--- src/rtl/mem_arbiter.sv ---
`default_nettype none
// ============================================================================
// Module   : mem_arbiter
// Purpose  : Two-requester (CPU / DMA) arbiter for the single data-RAM port.
//            Grants are locked until the RAM completes. CPU has default
//            priority; streak/burst counters give DMA a bounded turn.
// Revision : 1.0 - initial release
// ============================================================================
module mem_arbiter #(
  parameter int XLEN           = 32,
  parameter int ADDR_W         = 32,
  parameter int CPU_STREAK_MAX = 4,
  parameter int DMA_BURST_MAX  = 2
) (
  input  logic              clk,
  input  logic              rst_n,
  input  logic              cpu_mem_req,
  input  logic              cpu_mem_we,
  input  logic [ADDR_W-1:0] cpu_mem_addr,
  input  logic [XLEN-1:0]   cpu_mem_wdata,
  output logic              cpu_mem_ready,
  output logic [XLEN-1:0]   cpu_mem_rdata,
  input  logic              dma_mem_req,
  input  logic              dma_mem_we,
  input  logic [ADDR_W-1:0] dma_mem_addr,
  input  logic [XLEN-1:0]   dma_mem_wdata,
  output logic              dma_mem_ready,
  output logic [XLEN-1:0]   dma_mem_rdata,
  output logic              mem_req,
  output logic              mem_we,
  output logic [ADDR_W-1:0] mem_addr,
  output logic [XLEN-1:0]   mem_wdata,
  input  logic              mem_ready,
  input  logic [XLEN-1:0]   mem_rdata,
  output logic              dma_owner
);

  localparam int c_streak_w = $clog2(CPU_STREAK_MAX + 1);
  localparam int c_cnt_w    = $clog2(DMA_BURST_MAX + 1);
  localparam logic [c_streak_w-1:0] c_streak_max = c_streak_w'(CPU_STREAK_MAX);
  localparam logic [c_cnt_w-1:0]    c_burst_max  = c_cnt_w'(DMA_BURST_MAX);

  typedef enum logic [1:0] {
    OWN_NONE = 2'd0,
    OWN_CPU  = 2'd1,
    OWN_DMA  = 2'd2
  } owner_t;

  owner_t                r_owner, w_owner_n, w_sel;
  logic [c_streak_w-1:0] r_cpu_streak, w_cpu_streak_n, w_streak_inc;
  logic                  r_dma_turn, w_dma_turn_n;
  logic [c_cnt_w-1:0]    r_dma_cnt, w_dma_cnt_n, w_cnt_inc;
  logic                  w_done;

  // Selection: a locked owner keeps the port while it holds req; otherwise
  // arbitrate. Reset forces no selection so nothing leaks out while held.
  always_comb begin
    w_sel = OWN_NONE;
    if (!rst_n) begin
      w_sel = OWN_NONE;
    end else if (r_owner == OWN_CPU) begin
      w_sel = cpu_mem_req ? OWN_CPU : OWN_NONE;
    end else if (r_owner == OWN_DMA) begin
      w_sel = dma_mem_req ? OWN_DMA : OWN_NONE;
    end else if (cpu_mem_req && dma_mem_req) begin
      w_sel = r_dma_turn ? OWN_DMA : OWN_CPU;
    end else if (cpu_mem_req) begin
      w_sel = OWN_CPU;
    end else if (dma_mem_req) begin
      w_sel = OWN_DMA;
    end
  end

  // Request/response steering between the selected master and the RAM.
  always_comb begin
    mem_req       = 1'b0;
    mem_we        = 1'b0;
    mem_addr      = '0;
    mem_wdata     = '0;
    cpu_mem_ready = 1'b0;
    cpu_mem_rdata = '0;
    dma_mem_ready = 1'b0;
    dma_mem_rdata = '0;
    dma_owner     = 1'b0;
    if (w_sel == OWN_CPU) begin
      mem_req       = 1'b1;
      mem_we        = cpu_mem_we;
      mem_addr      = cpu_mem_addr;
      mem_wdata     = cpu_mem_wdata;
      cpu_mem_ready = mem_ready;
      cpu_mem_rdata = mem_ready ? mem_rdata : '0;
    end else if (w_sel == OWN_DMA) begin
      mem_req       = 1'b1;
      mem_we        = dma_mem_we;
      mem_addr      = dma_mem_addr;
      mem_wdata     = dma_mem_wdata;
      dma_mem_ready = mem_ready;
      dma_mem_rdata = mem_ready ? mem_rdata : '0;
      dma_owner     = 1'b1;
    end
  end

  assign w_done       = mem_ready && (w_sel != OWN_NONE);
  assign w_streak_inc = (r_cpu_streak == c_streak_max) ? r_cpu_streak
                                                       : r_cpu_streak + 1'b1;
  assign w_cnt_inc    = r_dma_cnt + 1'b1;

  // Next owner (lock until completion) and fairness bookkeeping.
  always_comb begin
    w_owner_n      = OWN_NONE;
    w_cpu_streak_n = r_cpu_streak;
    w_dma_turn_n   = r_dma_turn;
    w_dma_cnt_n    = r_dma_cnt;

    if ((w_sel != OWN_NONE) && !mem_ready) begin
      w_owner_n = w_sel;
    end

    if (w_done && (w_sel == OWN_CPU)) begin
      if (dma_mem_req) begin
        if (w_streak_inc >= c_streak_max) begin
          w_dma_turn_n   = 1'b1;
          w_dma_cnt_n    = '0;
          w_cpu_streak_n = '0;
        end else begin
          w_cpu_streak_n = w_streak_inc;
        end
      end else begin
        w_cpu_streak_n = '0;
      end
    end else if (w_done && (w_sel == OWN_DMA)) begin
      w_cpu_streak_n = '0;
      if (r_dma_turn) begin
        if (w_cnt_inc >= c_burst_max) begin
          w_dma_turn_n = 1'b0;
          w_dma_cnt_n  = '0;
        end else begin
          w_dma_cnt_n = w_cnt_inc;
        end
      end
    end

    // DMA gone quiet while the port is idle: its turn is forfeited.
    if ((r_owner == OWN_NONE) && !dma_mem_req) begin
      w_dma_turn_n = 1'b0;
      w_dma_cnt_n  = '0;
    end
  end

  // State registers with asynchronous clear.
  always_ff @(posedge clk or negedge rst_n) begin
    if (!rst_n) begin
      r_owner      <= OWN_NONE;
      r_cpu_streak <= '0;
      r_dma_turn   <= 1'b0;
      r_dma_cnt    <= '0;
    end else begin
      r_owner      <= w_owner_n;
      r_cpu_streak <= w_cpu_streak_n;
      r_dma_turn   <= w_dma_turn_n;
      r_dma_cnt    <= w_dma_cnt_n;
    end
  end

endmodule
`default_nettype wire
--- config.mk ---
export PLATFORM = sky130hd
export DESIGN_NAME = mem_arbiter
export DESIGN_NICKNAME = d
export VERILOG_FILES = /design/src/rtl/mem_arbiter.sv
export SDC_FILE = /design/constraint.sdc
export NUM_CORES = 1
export LEC_CHECK = 0
export CAP_MARGIN = 0
export CORE_AREA = 5 5 115 117
export CTS_CLUSTER_DIAMETER = 60
export DETAILED_ROUTE_END_ITERATION = 16
export DIE_AREA = 0 0 120 122
export PLACE_DENSITY_LB_ADDON = 0.3
export SLEW_MARGIN = 15
export SYNTH_ARGS = -nofsm -noshare
export SYNTH_HDL_FRONTEND = slang
export SYNTH_SLANG_ARGS = --single-unit
export TNS_END_PERCENT = 30
--- constraint.sdc ---
create_clock -name clk -period 2.1 [get_ports clk]
set_input_delay 0.315 -clock clk [delete_from_list [all_inputs] [get_ports clk]]
set_output_delay 0.315 -clock clk [all_outputs]
set_load 0.02 [all_outputs]
==> impl_metrics.sql <==
INSERT INTO impl_metrics (metric_group, metric, value, unit) VALUES
('worst_hold_path', 'timing.hold.worst.class', 'reg2reg', ''),
('clock_network', 'clock_sink_count', '8', ''),
('setup_path', 'timing.reg2reg.worst_path_depth', '13', ''),
('power', 'power.sequential.fraction', '0.097', ''),
('floorplanning', 'fp.dieH', '122', 'um'),
('routing', 'drt-total-wl', '15.6', 'mm'),
('setup_path', 'worst_setup_slack_for_register_to_register_paths', '-0.28', 'ns'),
('clock_network', 'root_buffer', 'sky130_fd_sc_hd__clkbuf_16', ''),
('clock_network', 'clk-insertion-delay-late', '0.23', 'ns'),
('floorplanning', 'die_width', '120', 'um'),
('routing', 'antenna_violating_nets_post_route', '0', ''),
('yosys', 'netlist-cell-type-count', '33', ''),
('placed_design', 'gp_congestion', '0.874', ''),
('power', 'power_report.internal_total', '1.14', 'mW'),
('routing', 'first_iter_violations', '80', ''),
('timing', 'final-hold-violation-count', '0', ''),
('timing', 'maxClockFrequency', '0.406', 'GHz'),
('setup_path', 'worstSetupEndpointType', 'output port', ''),
('setup_path', 'crit-reg2reg-launch', 'r_dma_turn$_DFFE_PN0P_', ''),
('power', 'pwr-share-clk', '0.181', ''),
('power', 'power_density', '258', 'nW/um^2'),
('global_routing', 'global_route.overflow_total', '0', ''),
('setup_path', 'critical_path_launch_point', 'r_dma_turn$_DFFE_PN0P_', ''),
('worst_hold_path', 'timing.hold.worst.start', 'r_dma_cnt[1]$_DFFE_PN0P_', ''),
('global_routing', 'via_count_of_the_first_global_routing_pass', '4040', ''),
('clock_network', 'numCtsBuffers', '3', ''),
('timing', 'rsz0062_at_grt', 'yes', ''),
('routing', 'avgViaCountPerCell', '4.66', ''),
('placed_design', 'dp_slack', '-0.989', 'ns'),
('setup_path', 'startpoint_type', 'register', ''),
('routing', 'drc', '0', ''),
('timing', 'finalSetupViolCount', '137', ''),
('timing', 'timing.clock.skew', '0.00349', 'ns'),
('global_routing', 'global_route.usage.total', '0.185', ''),
('worst_hold_path', 'worstHoldPathCells', '2', ''),
('outcome', 'status', 'complete, but fails checks', ''),
('outcome', 'violations', 'setup timing', ''),
('yosys', 'syn_area_per_cell', '5.57', 'sq um'),
('placed_design', 'placement.io_buffers', '299', ''),
('clock_network', 'tritoncts', 'yes', ''),
('clock_network', 'clkTransAtPathRegs', '0.04', 'ns'),
('timing', 'fin_crit', '2.46', 'ns'),
('finish', 'layout-area-overhead-vs-synth', '252', '%'),
('yosys', 'ys_async_sr_fraction', '1.00', ''),
('yosys', 'mappedNetlistNets', '523', ''),
('floorplanning', 'floorplan.initialDensity', '0.159', ''),
('yosys', 'synth_seq_area_share', '0.103', ''),
('finish', 'finalNetCount', '855', ''),
('routing', 'vias', '3861', ''),
('yosys', 'ys_warn_count', '0', ''),
('timing', 'setup_slack', '-0.364', 'ns'),
('timing', 'max_slew.worst_pin.slew', '0.310', 'ns'),
('floorplanning', 'die-area', '14600', 'sq um'),
('timing', 'timing_max_transition_violations_final', '0', ''),
('clock_network', 'clk_path_buf_depth', '2', ''),
('finish', 'drive_gt1_frac', '0.495', ''),
('worst_hold_path', 'hold_ep', 'r_dma_cnt[1]$_DFFE_PN0P_', ''),
('routing', 'detail_route.wl_per_cell', '18.9', 'um'),
('floorplanning', 'io_pins', '300', ''),
('setup_path', 'worstReg2RegEnd', 'r_dma_cnt[0]$_DFFE_PN0P_', ''),
('routing', 'detail_route.first_pass.iterations', '4', ''),
('power', 'total_power', '1.77', 'mW'),
('power', 'leakage', '3.02', 'nW'),
('placed_design', 'dp_hpwl', '9.69', 'mm'),
('power', 'comb_power_frac', '0.721', ''),
('power', 'net-switching-power', '0.625', 'mW'),
('setup_path', 'cp_data_arrival_time', '2.15', 'ns'),
('yosys', 'ys_seq_elements', '8', ''),
('clock_network', 'ctsHtreeMaxLevel', '1', ''),
('setup_path', 'worst-setup-path-type', 'reg2out', ''),
('power', 'switching_share', '0.353', '');
==> cell families after synthesis <==
| kind of cell | count (synthesis) | share of synthesized area |
|---|---|---|
| AOI/OAI and AO/OA | 74 | 0.213 |
| buffers and inverters | 46 | 0.104 |
| muxes | 2 | 0.0109 |
| adders and majority gates | 9 | 0.0553 |
| and+or+nand+nor | 210 | 0.514 |
| DFF | 8 | 0.103 |
==> routing by layer <==
| metal | GRT usage | up-vias | wire (um) | part of all wire |
|---|---|---|---|---|
| met4 | 0.0437 | 0 | 269 | 0.017 |
| met2 | 0.350 | 190 | 8510 | 0.54 |
| li1 | - | 1858 | - | - |
| met3 | 0.0576 | 21 | 1250 | 0.080 |
| met1 | 0.200 | 1792 | 5610 | 0.36 |
| met5 | 0 | - | 0 | 0 |
==> Yosys cell counts, drive strengths merged (3+ instances only) <==
cell | n | area, sq um
nand2 | 126 | 473
and3 | 64 | 400
o21ai | 63 | 319
clkbuf | 21 | 82.6
buf | 14 | 78.8
inv | 11 | 41.3
dfrtp | 8 | 200
ha | 7 | 87.6
a22o | 4 | 35.0
nand3 | 4 | 20.0
and2 | 3 | 18.8
and3b | 3 | 30.0
nor2 | 3 | 11.3
==> how the worst max path moves through the flow <==
stage	endpoint	depth (start not counted)	slack, ns
CTS	mem_wdata[10]	10	-0.37
global placement	mem_wdata[17]	10	-1.01
floorplan	mem_addr[10]	9	-0.12
detailed placement	mem_wdata[17]	10	-0.99
global route	mem_addr[10]	11	-0.44
finish	mem_wdata[31]	10	-0.36
==> critical path: stages, from the launching register on <==
cell                       delay (ns)
sky130_fd_sc_hd__dfrtp_1         0.40
sky130_fd_sc_hd__nand2b_4        0.15
sky130_fd_sc_hd__maj3_2          0.31
sky130_fd_sc_hd__nand3_4         0.11
sky130_fd_sc_hd__inv_4           0.05
sky130_fd_sc_hd__ha_4            0.16
sky130_fd_sc_hd__nor2b_4         0.14
sky130_fd_sc_hd__buf_12          0.15
sky130_fd_sc_hd__buf_16          0.13
sky130_fd_sc_hd__a22o_1          0.19
sky130_fd_sc_hd__buf_6           0.13
==> area by class of cell <==
| cell class | instances | area, sq um |
|---|---|---|
| fill | 1081 | 5400 |
| timing repair buffer | 362 | 4120 |
| multi-input combinational | 295 | 2230 |
| sequential | 8 | 200 |
| tap | 150 | 188 |
| clock buffer | 3 | 75.1 |
| inverter | 11 | 43.8 |
==> power groups by stage <==
stage / Clock (mW) / Sequential [mW] / Combinational [mW]
final: 0.321 / 0.172 / 1.28
after global routing: 0.333 / 0.174 / 1.35
after CTS: 0.323 / 0.172 / 1.16
after detailed placement: 0 / 0.174 / 0.981
after global placement: 0 / 0.173 / 0.972
after floorplan: 0 / 0.172 / 0.370
==> cell usage in the layout (no fill, tap or decap), drive strengths merged, types with 3 or more instances in the layout <==
cell type      Yosys  layout
and3b              3       3
a22o               4       4
and3              64      64
o21ai             63      63
nor2               3       3
and2               3       3
dfrtp              8       8
nand2            126     126
buf               14     187
nand3              4       4
ha                 7       7
clkdlybuf4s50      0     164
clkbuf            21      11
inv               11      11
==> metrics by stage <==
step	hold slack (ns)	cells	util	area (sq um)
after CTS	0.510	823	0.517	6330
after global routing	0.547	829	0.559	6860
after floorplan	0.0194	349	-	2100
final	0.513	829	0.559	6860
after detailed placement	0.502	786	0.439	5380
after global placement	0.490	786	0.439	5380
==> registers in the layout, indices dropped and copies added, names as in the netlist <==
register	count
r_dma_turn	1
r_owner	2
r_cpu_streak	3
r_dma_cnt	2
==> what timing repair did <==
item	CTS	global route
hold buffers	0	0
setup endpoints to repair	138	139
pin swaps	9	7
buffers inserted	16	1
resized for setup	784	111
cloned	18	7
(Power assumes the default switching activity.)
